$ cat src/rtl/rv32_isa.sv
// RV32 architectural constants shared by the pipeline stages.
package rv32_isa;

    localparam int RegWidth = 32;

    localparam logic [RegWidth-1:0] PcStep = 32'd4;

endpackage

$ cat src/rtl/pipeline_types.sv
// Inter-stage payload types and the fetch FSM encoding.
package pipeline_types;

    import rv32_isa::*;

    typedef struct packed {
        logic [31:0]         instruction;
        logic [RegWidth-1:0] pc;
        logic                valid;
    } if_id_t;

    typedef enum logic [1:0] {
        IF_IDLE  = 2'd0,
        IF_FETCH = 2'd1,
        IF_FLUSH = 2'd2
    } if_state_t;

    // Branch/jump targets are forced onto a word boundary.
    function automatic logic [RegWidth-1:0] word_align(input logic [RegWidth-1:0] addr);
        return {addr[RegWidth-1:2], 2'b00};
    endfunction

endpackage

$ cat src/rtl/if_skid_buf.sv
// Two-entry holding buffer behind the fetch output; head entry is the registered oID.
module if_skid_buf
    import rv32_isa::*;
    import pipeline_types::*;
(
    input  logic       iClk,
    input  logic       nRst,
    input  logic       push,
    input  if_id_t     push_entry,
    input  logic       pop,
    input  logic       flush,
    output if_id_t     head,
    output logic [1:0] count
);

    if_id_t     head_r;
    if_id_t     tail_r;
    logic [1:0] count_r;

    // Entry storage: head is presented downstream, tail is the skid slot.
    always_ff @(posedge iClk or negedge nRst) begin
        if (!nRst) begin
            head_r  <= '0;
            tail_r  <= '0;
            count_r <= 2'd0;
        end else if (flush) begin
            head_r  <= '0;
            tail_r  <= '0;
            count_r <= 2'd0;
        end else begin
            case (count_r)
                2'd0: begin
                    if (push) begin
                        head_r  <= push_entry;
                        count_r <= 2'd1;
                    end
                end
                2'd1: begin
                    if (push && pop) begin
                        head_r <= push_entry;
                    end else if (pop) begin
                        head_r  <= '0;
                        count_r <= 2'd0;
                    end else if (push) begin
                        tail_r  <= push_entry;
                        count_r <= 2'd2;
                    end
                end
                2'd2: begin
                    // Skid entry moves forward on pop so unstall costs no bubble.
                    if (pop) begin
                        head_r <= tail_r;
                        if (push) begin
                            tail_r <= push_entry;
                        end else begin
                            tail_r  <= '0;
                            count_r <= 2'd1;
                        end
                    end
                end
                default: begin
                    head_r  <= '0;
                    tail_r  <= '0;
                    count_r <= 2'd0;
                end
            endcase
        end
    end

    assign head  = head_r;
    assign count = count_r;

endmodule

$ cat src/rtl/if_fetch.sv
// Instruction fetch stage: PC, imem req/ack handshake, redirect and stall handling.
// Optional skid entry behind the output register enabled by IF_SKID_BUFFER_EN.
module if_fetch
    import rv32_isa::*;
    import pipeline_types::*;
#(
    parameter logic [RegWidth-1:0] RESET_PC = 32'h0000_0000
) (
    input  logic                iClk,
    input  logic                nRst,
    input  logic                iEn,
    input  logic                iStall,
    input  logic                iRedirect,
    input  logic [RegWidth-1:0] iRedirectPC,
    output logic                oImemReq,
    output logic [RegWidth-1:0] oImemAddr,
    input  logic                iImemAck,
    input  logic [31:0]         iImemData,
    output if_id_t              oID
);

    if_state_t           state_r;
    if_state_t           state_s;
    logic [RegWidth-1:0] pc_r;
    logic [RegWidth-1:0] pc_s;
    logic [RegWidth-1:0] tgt_r;
    logic [RegWidth-1:0] tgt_s;
    logic                req_r;

    if_id_t              head_s;
    if_id_t              push_entry_s;
    logic [RegWidth-1:0] redirect_pc_s;
    logic                pop_s;
    logic                ack_s;
    logic                fetch_ack_s;
    logic                has_space_s;
    logic                push_s;
    logic [1:0]          occ_s;
    logic [1:0]          occ_next_s;
    logic                issue_ok_s;

    assign redirect_pc_s = word_align(iRedirectPC);
    assign pop_s         = iEn && !iStall && head_s.valid;
    assign ack_s         = iImemAck && req_r;
    assign fetch_ack_s   = ack_s && (state_r == IF_FETCH) && !iRedirect;
    assign push_s        = fetch_ack_s && has_space_s;
    assign push_entry_s  = '{instruction: iImemData, pc: pc_r, valid: 1'b1};
    assign occ_next_s    = iRedirect ? 2'd0
                                     : (occ_s + {1'b0, push_s} - {1'b0, pop_s});

`ifdef IF_SKID_BUFFER_EN
    logic [1:0] buf_count_s;

    if_skid_buf u_skid_buf (
        .iClk       (iClk),
        .nRst       (nRst),
        .push       (push_s),
        .push_entry (push_entry_s),
        .pop        (pop_s),
        .flush      (iRedirect),
        .head       (head_s),
        .count      (buf_count_s)
    );

    assign occ_s       = buf_count_s;
    assign has_space_s = (buf_count_s != 2'd2) || pop_s;
    // Any request issued now can always land, because at most one is outstanding.
    assign issue_ok_s  = iEn && (occ_next_s != 2'd2);
`else
    if_id_t oid_r;

    // Single output register; a redirect always wins over a held entry.
    always_ff @(posedge iClk or negedge nRst) begin
        if (!nRst) begin
            oid_r <= '0;
        end else if (iRedirect) begin
            oid_r <= '0;
        end else if (push_s) begin
            oid_r <= push_entry_s;
        end else if (pop_s) begin
            oid_r <= '0;
        end
    end

    assign head_s      = oid_r;
    assign occ_s       = {1'b0, oid_r.valid};
    assign has_space_s = !oid_r.valid || pop_s;
    // Stop requesting while the output is held; an ack that still finds it held is refetched.
    assign issue_ok_s  = iEn && ((occ_next_s == 2'd0) || !iStall);
`endif

    // Next state, next PC and saved redirect target.
    always_comb begin
        state_s = state_r;
        pc_s    = pc_r;
        tgt_s   = tgt_r;
        case (state_r)
            IF_IDLE: begin
                if (iRedirect) begin
                    pc_s = redirect_pc_s;
                end else begin
                    pc_s = pc_r;
                end
                if (issue_ok_s) begin
                    state_s = IF_FETCH;
                end else begin
                    state_s = IF_IDLE;
                end
            end
            IF_FETCH: begin
                if (ack_s) begin
                    if (iRedirect) begin
                        pc_s = redirect_pc_s;
                    end else if (push_s) begin
                        pc_s = pc_r + PcStep;
                    end else begin
                        pc_s = pc_r;
                    end
                    state_s = issue_ok_s ? IF_FETCH : IF_IDLE;
                end else if (iRedirect) begin
                    // Address must not move under an unacknowledged request.
                    tgt_s   = redirect_pc_s;
                    state_s = IF_FLUSH;
                end else begin
                    state_s = IF_FETCH;
                end
            end
            IF_FLUSH: begin
                if (ack_s) begin
                    if (iRedirect) begin
                        pc_s = redirect_pc_s;
                    end else begin
                        pc_s = tgt_r;
                    end
                    state_s = issue_ok_s ? IF_FETCH : IF_IDLE;
                end else if (iRedirect) begin
                    tgt_s   = redirect_pc_s;
                    state_s = IF_FLUSH;
                end else begin
                    state_s = IF_FLUSH;
                end
            end
            default: begin
                state_s = IF_IDLE;
                pc_s    = pc_r;
                tgt_s   = tgt_r;
            end
        endcase
    end

    // FSM, PC and request registers.
    always_ff @(posedge iClk or negedge nRst) begin
        if (!nRst) begin
            state_r <= IF_IDLE;
            pc_r    <= RESET_PC;
            tgt_r   <= RESET_PC;
            req_r   <= 1'b0;
        end else begin
            state_r <= state_s;
            pc_r    <= pc_s;
            tgt_r   <= tgt_s;
            req_r   <= (state_s != IF_IDLE);
        end
    end

    assign oImemReq  = req_r;
    assign oImemAddr = pc_r;
    assign oID       = head_s;

endmodule

$ cat config.mk
export PLATFORM = sky130hd
export DESIGN_NAME = if_fetch
export DESIGN_NICKNAME = d
export VERILOG_FILES = /design/src/rtl/rv32_isa.sv /design/src/rtl/pipeline_types.sv /design/src/rtl/if_skid_buf.sv /design/src/rtl/if_fetch.sv
export SDC_FILE = /design/constraint.sdc
export NUM_CORES = 1
export LEC_CHECK = 0
export BUFFER_PORTS_ARGS = -buffer_cell sky130_fd_sc_hd__buf_2
export CAP_MARGIN = 20
export CELL_PAD_IN_SITES_DETAIL_PLACEMENT = 0
export CELL_PAD_IN_SITES_GLOBAL_PLACEMENT = 2
export CORE_MARGIN = 8
export CORE_UTILIZATION = 34
export CTS_CLUSTER_SIZE = 20
export DETAILED_ROUTE_END_ITERATION = 16
export MAX_ROUTING_LAYER = met4
export PLACE_DENSITY_LB_ADDON = 0.1
export SLEW_MARGIN = 5
export SYNTH_ARGS = -nofsm -noshare
export SYNTH_HDL_FRONTEND = slang
export SYNTH_SLANG_ARGS = --single-unit
$ cat constraint.sdc
create_clock -name iClk -period 3.3 [get_ports iClk]
set_input_delay 0.825 -clock iClk [delete_from_list [all_inputs] [get_ports iClk]]
set_output_delay 0.825 -clock iClk [all_outputs]
set_load 0.02 [all_outputs]
==> results of run 1 <==
## how the worst max path moves through the flow
stage	end	slack (ps)	cells after the start
after floorplan	oImemReq	100	14
after global placement	oID[52]	330	8
after detailed placement	oID[31]	270	8
after CTS	oID[58]	720	8
after global routing	oID[58]	580	8
final	oID[58]	740	8
## power by group
group / leakage (nW) / switching [mW] / internal [mW]
clock: 0.279 / 0.736 / 1.13
combinational: 2.02 / 2.20 / 1.50
sequential: 1.71 / 0.544 / 2.12
## worst max-delay path, delay by kind of cell
family          cells  cell delay [ps]
simple gates        3              410
buf+inv             3             1020
compound gates      2              540
## final cells by class
type,count,area (um2),area share [%]
flip-flops and latches,132,3300,39.1
multi-input cells,428,3110,36.8
repair buffers,195,1080,12.8
clock buffers,19,443,5.24
well taps,265,332,3.92
clock inverters,12,134,1.58
inverters,12,45.0,0.533
## metal layers
layer  GRT usage [%]  vias up  routed length, um
li1                -     2688                  -
met1            25.2     2927              10600
met2            28.4      218              10000
met3            3.75       27               1390
met4            5.49        0                305
met5               -        -                  0
## stage by stage
step / instances / utilization, %
after floorplan: 628 / -
after global placement: 1032 / 40.6
after detailed placement: 1032 / 40.6
after CTS: 1063 / 43.6
after global routing: 1063 / 43.6
final: 1063 / 43.6
## registers in the layout, summed over array words and instances, names as in the netlist
name,count
oImemAddr,32
tgt_r,32
oID,65
state_r,2
oImemReq,1
## cells in the final DEF, fill, tap and decap left out, types with 4 or more instances in the layout
cell | netlist | routed
sky130_fd_sc_hd__o211ai_1 | 5 | 5
sky130_fd_sc_hd__a21oi_1 | 8 | 8
sky130_fd_sc_hd__xnor2_1 | 6 | 6
sky130_fd_sc_hd__a31oi_1 | 6 | 6
sky130_fd_sc_hd__nor2b_1 | 6 | 6
sky130_fd_sc_hd__inv_1 | 11 | 11
sky130_fd_sc_hd__clkbuf_16 | 0 | 17
sky130_fd_sc_hd__ha_1 | 7 | 7
sky130_fd_sc_hd__o21ai_0 | 25 | 25
sky130_fd_sc_hd__buf_4 | 3 | 28
sky130_fd_sc_hd__nand2b_1 | 4 | 4
sky130_fd_sc_hd__a211oi_1 | 6 | 6
sky130_fd_sc_hd__xor2_1 | 4 | 4
sky130_fd_sc_hd__a21o_1 | 4 | 4
sky130_fd_sc_hd__and2_1 | 7 | 6
sky130_fd_sc_hd__nand4_1 | 13 | 13
sky130_fd_sc_hd__buf_2 | 18 | 164
sky130_fd_sc_hd__a22o_1 | 68 | 68
sky130_fd_sc_hd__o21ai_1 | 10 | 10
sky130_fd_sc_hd__nand3_1 | 16 | 16
sky130_fd_sc_hd__and4_1 | 6 | 6
sky130_fd_sc_hd__a211oi_2 | 5 | 5
sky130_fd_sc_hd__nor3_1 | 9 | 9
sky130_fd_sc_hd__mux2_2 | 35 | 35
sky130_fd_sc_hd__nand2_1 | 42 | 42
sky130_fd_sc_hd__o31ai_1 | 8 | 8
sky130_fd_sc_hd__and3_1 | 15 | 15
sky130_fd_sc_hd__a32oi_1 | 11 | 11
sky130_fd_sc_hd__dfrtp_1 | 132 | 132
sky130_fd_sc_hd__nor2_1 | 46 | 46
sky130_fd_sc_hd__clkinv_4 | 0 | 5
## logic make-up (layout without fill, tap and decap cells)
logic type | Yosys count | after routing | share of synthesized area [%]
AOI/OAI and AO/OA | 194 | 194 | 23.2
xor gates and xnor gates | 10 | 10 | 1.30
adders and majority gates | 7 | 7 | 1.30
buffers and inverters | 68 | 238 | 4.53
DFF | 132 | 132 | 49.2
muxes | 38 | 38 | 6.38
and+or+nand+nor | 179 | 179 | 14.0
==> insert_results.sql, run 1 <==
INSERT INTO impl_metrics (metric_group, metric, value, unit) VALUES
('sta', 'max_slew_margin', '45.3', '%'),
('global_route', 'pin_count_of_the_biggest_net_entering_global_routing', '66', ''),
('logic_synthesis', 'yosys.cell_count.top_type', 'sky130_fd_sc_hd__dfrtp_1', ''),
('logic_synthesis', 'postSynthAreaPerCell', '10.7', 'um2'),
('sta', 'finalHoldViolCount', '0', ''),
('floorplan', 'rows', '51', ''),
('sta', 'final.hold.worst_slack', '309', 'ps'),
('final_layout', 'final_instance_area', '8450', 'um2'),
('sta', 'period_minus_slack', '2560', 'ps'),
('sta', 'worst_slew_pin_slew', '820', 'ps'),
('final_layout', 'drive_gt1_share', '35.6', '%'),
('clock_tree', 'cts_root_buf', 'sky130_fd_sc_hd__clkbuf_16', ''),
('global_route', 'wire_length_of_the_first_global_routing_pass', '34700', 'um'),
('global_route', 'grtUsageTotal', '18.8', '%'),
('setup_path', 'worstSetupStartpointType', 'input port', ''),
('clock_tree', 'clk_transition_reported_paths', '60', 'ps'),
('clock_tree', 'clock_insertion_delay_worst_skew', '420', 'ps'),
('sta', 'fmax', '0.391', 'GHz'),
('setup_path', 'worst-r2r-setup-slack', '840', 'ps'),
('logic_synthesis', 'area_share_of_the_leading_cell_type_in_the_synthesized_netlist', '49.2', '%'),
('drt', 'drt-wirelength-per-cell', '21.0', 'um'),
('drt', 'total_via_count_after_detailed_routing', '5860', ''),
('logic_synthesis', 'ys_seq_elements', '132', ''),
('clock_tree', 'resized_cells_post_cts', '0', ''),
('place', 'gp_congestion', '0.823', ''),
('logic_synthesis', 'yosysTopAreaCell', 'sky130_fd_sc_hd__dfrtp_1', ''),
('setup_path', 'regToRegEndpoint', 'oImemAddr[20]', ''),
('place', 'placedInstanceArea', '7870', 'um2'),
('floorplan', 'design.die.area', '24500', 'um2'),
('setup_path', 'slowest_delay', '590', 'ps'),
('drt', 'wl', '22300', 'um'),
('logic_synthesis', 'top_cells_by_count_synth', 'sky130_fd_sc_hd__dfrtp_1, sky130_fd_sc_hd__a22o_1, sky130_fd_sc_hd__nor2_1', ''),
('power', 'design_power_total', '8.22', 'mW'),
('setup_path', 'crit_top_cell', 'sky130_fd_sc_hd__buf_4', ''),
('setup_path', 'critPathArrivalTime', '2850', 'ps'),
('drt', 'detail_route.first_pass.iterations', '4', ''),
('place', 'dp_hpwl', '15700', 'um'),
('clock_tree', 'clock_tree.buffer_depth', '2', ''),
('sta', 'setup_viol', '0', ''),
('floorplan', 'io_pins', '168', ''),
('worst_hold_path', 'hold_class', 'input port to asynchronous set/reset pin', ''),
('place', 'numPortBuffers', '165', ''),
('floorplan', 'placeableCoreArea', '19400', 'um2'),
('setup_path', 'crit-reg2reg-launch', 'state_r[1]', ''),
('clock_tree', 'post_cts.repair.setup_buffers', '0', ''),
('final_layout', 'finish.net_count', '863', ''),
('setup_path', 'timing.setup.critical_path_class', 'input port to flip-flop', ''),
('clock_tree', 'htreeDepth', '4', ''),
('setup_path', 'path_cells', 'buf_2 -> nand2_1 -> a21oi_2 -> and2_2 -> buf_4 -> nor3_4 -> buf_4 -> a22o_1', ''),
('power', 'worst_ir_drop_vdd', '0.564', 'mV'),
('setup_path', 'critPathLaunch', 'iImemAck', ''),
('logic_synthesis', 'count_of_flip_flops_with_a_built_in_enable_after_synthesis', '0', ''),
('logic_synthesis', 'synth.top_cells.by_area', 'sky130_fd_sc_hd__dfrtp_1, sky130_fd_sc_hd__a22o_1, sky130_fd_sc_hd__mux2_2, sky130_fd_sc_hd__nor2_1, sky130_fd_sc_hd__nand2_1', ''),
('drt', 'drt.antenna.violating_nets', '0', ''),
('logic_synthesis', 'cell_area_after_synthesis', '6710', 'um2'),
('logic_synthesis', 'yosysWarnings', '0', ''),
('job', 'cap_viol_max_count', '0', ''),
('setup_path', 'crit_fanout', '65', ''),
('global_route', 'grt_remaining_overflow', '0', ''),
('sta', 'setup_slack', '742', 'ps'),
('logic_synthesis', 'syn_inst', '628', ''),
('drt', 'drcViolationCount', '0', ''),
('logic_synthesis', 'synth-main-ff-cell', 'sky130_fd_sc_hd__dfrtp_1', ''),
('setup_path', 'rr_worst_depth', '9', ''),
('logic_synthesis', 'synth_cell_type_count', '73', ''),
('floorplan', 'die_width', '156', 'um'),
('final_layout', 'area_growth', '25.9', '%'),
('logic_synthesis', 'seq_area_frac_synth', '49.2', '%'),
('run_status', 'run_status', 'complete, no violations', ''),
('floorplan', 'start_util', '34.6', '%'),
('clock_tree', 'tritoncts_clock_tree', 'done', '');
(Power assumes the default switching activity.)
==> run 2, diff against run 1 <==
ABC_AREA = 1   (was default)
CORE_UTILIZATION = 30   (was 34)
clock period = 2.4 ns   (was 3.3 ns; I/O delays follow)
==> insert_results.sql, run 2 <==
INSERT INTO impl_metrics (metric_group, metric, value, unit) VALUES
('global_route', 'wire_length_of_the_first_global_routing_pass', '39400', 'um'),
('drt', 'wl_met1', '11700', 'um'),
('floorplan', 'io_pins', '168', ''),
('sta', 'final.hold.worst_slack', '194', 'ps'),
('drt', 'met2_wirelength', '12000', 'um'),
('sta', 'fmax', '0.444', 'GHz'),
('final_layout', 'layout.cells.most_common_list', 'sky130_fd_sc_hd__nand2_1, sky130_fd_sc_hd__inv_1, sky130_fd_sc_hd__buf_2', ''),
('logic_synthesis', 'postSynth.asyncResetShare', '100', '%'),
('setup_path', 'cp_slowest_cell', 'sky130_fd_sc_hd__dfrtp_1', ''),
('setup_path', 'critPathCaptureType', 'flip-flop', ''),
('logic_synthesis', 'synthSimpleGateAreaFrac', '20.9', '%'),
('global_route', 'pin_count_of_the_biggest_net_entering_global_routing', '92', ''),
('sta', 'rsz0062_at_grt', 'false', ''),
('final_layout', 'largest_register_ff_count', '65', ''),
('floorplan', 'start_util', '30.5', '%'),
('setup_path', 'cp_top_family', 'adder cells', ''),
('power', 'switchingPower', '5.25', 'mW'),
('sta', 'final_max_slew_viol_count', '0', ''),
('clock_tree', 'resized_cells_post_cts', '0', ''),
('logic_synthesis', 'seq_area_frac_synth', '46.2', '%'),
('logic_synthesis', 'synth-compound-area-share', '17.7', '%'),
('global_route', 'first_global_vias', '6944', ''),
('logic_synthesis', 'postSynthAreaPerCell', '7.40', 'um2'),
('logic_synthesis', 'yosys.cell_count.top_type', 'sky130_fd_sc_hd__nand2_1', ''),
('logic_synthesis', 'postSynthNetCount', '1043', ''),
('clock_tree', 'clock_insertion_delay_worst_skew', '420', 'ps'),
('clock_tree', 'hold_buffers', '0', ''),
('worst_hold_path', 'hold_class', 'input port to asynchronous set/reset pin', ''),
('final_layout', 'fill_cells', '2538', ''),
('drt', 'drt-wirelength-per-cell', '17.1', 'um'),
('final_layout', 'drive_gt1_share', '21.1', '%'),
('setup_path', 'crit-reg2reg-launch', 'state_r[1]', ''),
('logic_synthesis', 'synth-adder-area-share', '1.22', '%'),
('drt', 'post_drt_via_cell_ratio', '4.65', ''),
('floorplan', 'die_height', '170', 'um'),
('logic_synthesis', 'cell_area_after_synthesis', '7150', 'um2'),
('setup_path', 'slowest_delay', '400', 'ps'),
('logic_synthesis', 'synth.top_cells.by_area', 'sky130_fd_sc_hd__dfrtp_1, sky130_fd_sc_hd__nand2_1, sky130_fd_sc_hd__inv_1, sky130_fd_sc_hd__o21ai_0, sky130_fd_sc_hd__o22ai_1', ''),
('setup_path', 'critPathArrivalTime', '2550', 'ps'),
('drt', 'drcViolationCount', '0', ''),
('power', 'switching_share', '45.3', '%'),
('drt', 'detail_route.first_pass.iterations', '4', ''),
('power', 'comb_power_share', '46.3', '%'),
('drt', 'initialDrtViolationCount', '294', ''),
('setup_path', 'worstPathRequired', '2700', 'ps'),
('floorplan', 'placeableCoreArea', '23500', 'um2'),
('final_layout', 'finish.net_count', '1201', ''),
('global_route', 'grtUsageTotal', '17.9', '%'),
('setup_path', 'regToRegEndpoint', 'oImemReq', ''),
('logic_synthesis', 'ys_seq_elements', '132', ''),
('sta', 'finalClockSkew', '12.2', 'ps'),
('final_layout', 'multiInputGateArea', '2880', 'um2'),
('power', 'power.clock.fraction', '23.8', '%'),
('place', 'dp_hpwl', '17100', 'um'),
('power', 'worst_ir_drop_vdd', '0.806', 'mV'),
('logic_synthesis', 'top_cells_by_count_synth', 'sky130_fd_sc_hd__nand2_1, sky130_fd_sc_hd__inv_1, sky130_fd_sc_hd__dfrtp_1', ''),
('power', 'static-leakage-power', '4.63', 'nW'),
('clock_tree', 'htreeDepth', '4', ''),
('setup_path', 'rr_worst_depth', '13', ''),
('logic_synthesis', 'area_share_of_the_leading_cell_type_in_the_synthesized_netlist', '46.2', '%'),
('sta', 'worst_slew_pin_slew', '636', 'ps'),
('clock_tree', 'cts_root_buf', 'sky130_fd_sc_hd__clkbuf_16', ''),
('clock_tree', 'clock_sink_count', '132', ''),
('logic_synthesis', 'synth_cell_type_count', '38', ''),
('setup_path', 'worstSetupPathDepth', '13', ''),
('clock_tree', 'tritoncts_clock_tree', 'done', ''),
('drt', 'wl', '24800', 'um'),
('power', 'design_power_total', '11.6', 'mW'),
('drt', 'wl_met3', '1010', 'um'),
('setup_path', 'cp.buffers_inverters', '3', ''),
('global_route', 'grt_remaining_overflow', '0', ''),
('logic_synthesis', 'count_of_flip_flops_with_a_built_in_enable_after_synthesis', '0', ''),
('logic_synthesis', 'yosysTopAreaCell', 'sky130_fd_sc_hd__dfrtp_1', ''),
('final_layout', 'commonest_non_fill_non_tap_cell_in_the_layout', 'sky130_fd_sc_hd__nand2_1', ''),
('run_status', 'run_status', 'complete, no violations', ''),
('floorplan', 'design.die.area', '29000', 'um2'),
('setup_path', 'crit_fanout', '3', ''),
('sta', 'period_minus_slack', '2250', 'ps'),
('power', 'share_seq_of_total_power', '29.9', '%'),
('logic_synthesis', 'synth_mux_area_share', '0', '%'),
('drt', 'drt.antenna.violating_nets', '0', ''),
('sta', 'finalSetupTns', '0', 'ps'),
('final_layout', 'area_growth', '25.8', '%'),
('logic_synthesis', 'yosysWarnings', '0', ''),
('logic_synthesis', 'main_combinational_cell_family_by_area_after_synthesis', 'simple AND/OR/NAND/NOR gates', ''),
('setup_path', 'worstSetupEndpoint', 'oImemReq', ''),
('setup_path', 'worst-r2r-setup-slack', '150', 'ps'),
('setup_path', 'path_cells', 'inv_1 -> ha_2 -> nand2_2 -> inv_2 -> nand3_2 -> ha_1 -> inv_1 -> ha_1 -> xor2_1 -> o211ai_1 -> nand3_1 -> o21ai_0 -> or2_2', ''),
('setup_path', 'critPathLaunch', 'state_r[1]', ''),
('sta', 'layout_worst_path_cycle_share', '93.8', '%'),
('logic_synthesis', 'syn_inst', '966', ''),
('sta', 'finalHoldViolCount', '0', ''),
('floorplan', 'rows', '56', ''),
('clock_tree', 'clock_tree.buffer_depth', '2', ''),
('clock_tree', 'clk_transition_reported_paths', '60', 'ps'),
('logic_synthesis', 'synth-main-ff-cell', 'sky130_fd_sc_hd__dfrtp_1', ''),
('clock_tree', 'post_cts.repair.setup_buffers', '0', ''),
('sta', 'max_slew_margin', '57.6', '%'),
('power', 'pwr_dens', '1290', 'nW/um2'),
('final_layout', 'num_antenna_cells', '0', ''),
('place', 'numPortBuffers', '165', ''),
('setup_path', 'timing.setup.critical_path_class', 'flip-flop to flip-flop', ''),
('place', 'gp_congestion', '0.793', ''),
('power', 'internal_power', '6.33', 'mW'),
('drt', 'top_signal_layer_used', 'met4', ''),
('setup_path', 'worstSetupStartpointType', 'flip-flop', ''),
('floorplan', 'die_width', '170', 'um'),
('logic_synthesis', 'post_synthesis_share_of_cell_area_spent_on_xor_and_xnor_gates', '0.367', '%'),
('drt', 'total_via_count_after_detailed_routing', '6774', ''),
('global_route', 'antenna_found_initial', '0', ''),
('clock_tree', 'cts_buffers', '17', ''),
('job', 'cap_viol_max_count', '0', ''),
('final_layout', 'area.sequential', '3300', 'um2'),
('sta', 'setup_viol', '0', '');
## run 2: metrics by stage
step	std cells	setup slack, ps	area, um2	util (%)
3_3_place_gp	1424	22.3	8380	35.7
4_1_cts	1456	124	8990	38.3
6_report	1456	148	9000	38.3
3_5_place_dp	1424	2.79	8380	35.7
2_1_floorplan	966	2.03	7150	-
5_1_grt	1456	16.1	9000	38.3
## run 2: worst min-delay path by stage
| stage | slack [ps] | cells past startpoint | end | startpoint |
|---|---|---|---|---|
| final | 190 | 2 | oID[4] | nRst |
| after global routing | 240 | 2 | oID[4] | nRst |
| after CTS | 230 | 2 | oID[4] | nRst |
| after detailed placement | 460 | 2 | tgt_r[0] | tgt_r[0] |
| after global placement | 450 | 2 | tgt_r[1] | tgt_r[1] |
| after floorplan | 300 | 0 | oID[0] | nRst |
## run 2: cell type report
cell class / count / area share [%]
Clock inverter: 11 / 1.68
Inverter: 196 / 8.19
Tap cell: 319 / 4.44
Clock buffer: 21 / 5.12
Sequential cell: 132 / 36.7
Multi-Input combinational cell: 589 / 32.0
Timing Repair Buffer: 188 / 11.9
## run 2: layer usage
layer | GRT usage [%] | vias up
met5 | - | -
met4 | 3.78 | 0
met3 | 3.04 | 14
met2 | 29.6 | 137
met1 | 22.7 | 3212
li1 | - | 3411
## run 2: power by group through the flow
stage	Combinational (mW)	Sequential, mW	Clock (mW)
2_1_floorplan	3.14	3.76	0
3_3_place_gp	5.41	3.50	0
3_5_place_dp	5.40	3.50	0
4_1_cts	5.44	3.46	2.84
5_1_grt	6.07	3.55	2.91
6_report	5.36	3.45	2.76
## run 2: cells by family after synthesis
family                   Yosys count
AO/OA/AOI/OAI                    218
XOR/XNOR                           3
adder cells (fa/ha/maj)            7
buffers and inverters            245
flip-flops                       132
AND/OR/NAND/NOR                  361
## run 2: worst register-to-register path, cell delays in order (launching register included)
cell and delay (ps):
sky130_fd_sc_hd__dfrtp_1 400, sky130_fd_sc_hd__inv_1 90, sky130_fd_sc_hd__ha_2 210, sky130_fd_sc_hd__nand2_2 70
sky130_fd_sc_hd__inv_2 60, sky130_fd_sc_hd__nand3_2 80, sky130_fd_sc_hd__ha_1 290, sky130_fd_sc_hd__inv_1 40
sky130_fd_sc_hd__ha_1 170, sky130_fd_sc_hd__xor2_1 160, sky130_fd_sc_hd__o211ai_1 100, sky130_fd_sc_hd__nand3_1 100
sky130_fd_sc_hd__o21ai_0 100, sky130_fd_sc_hd__or2_2 270
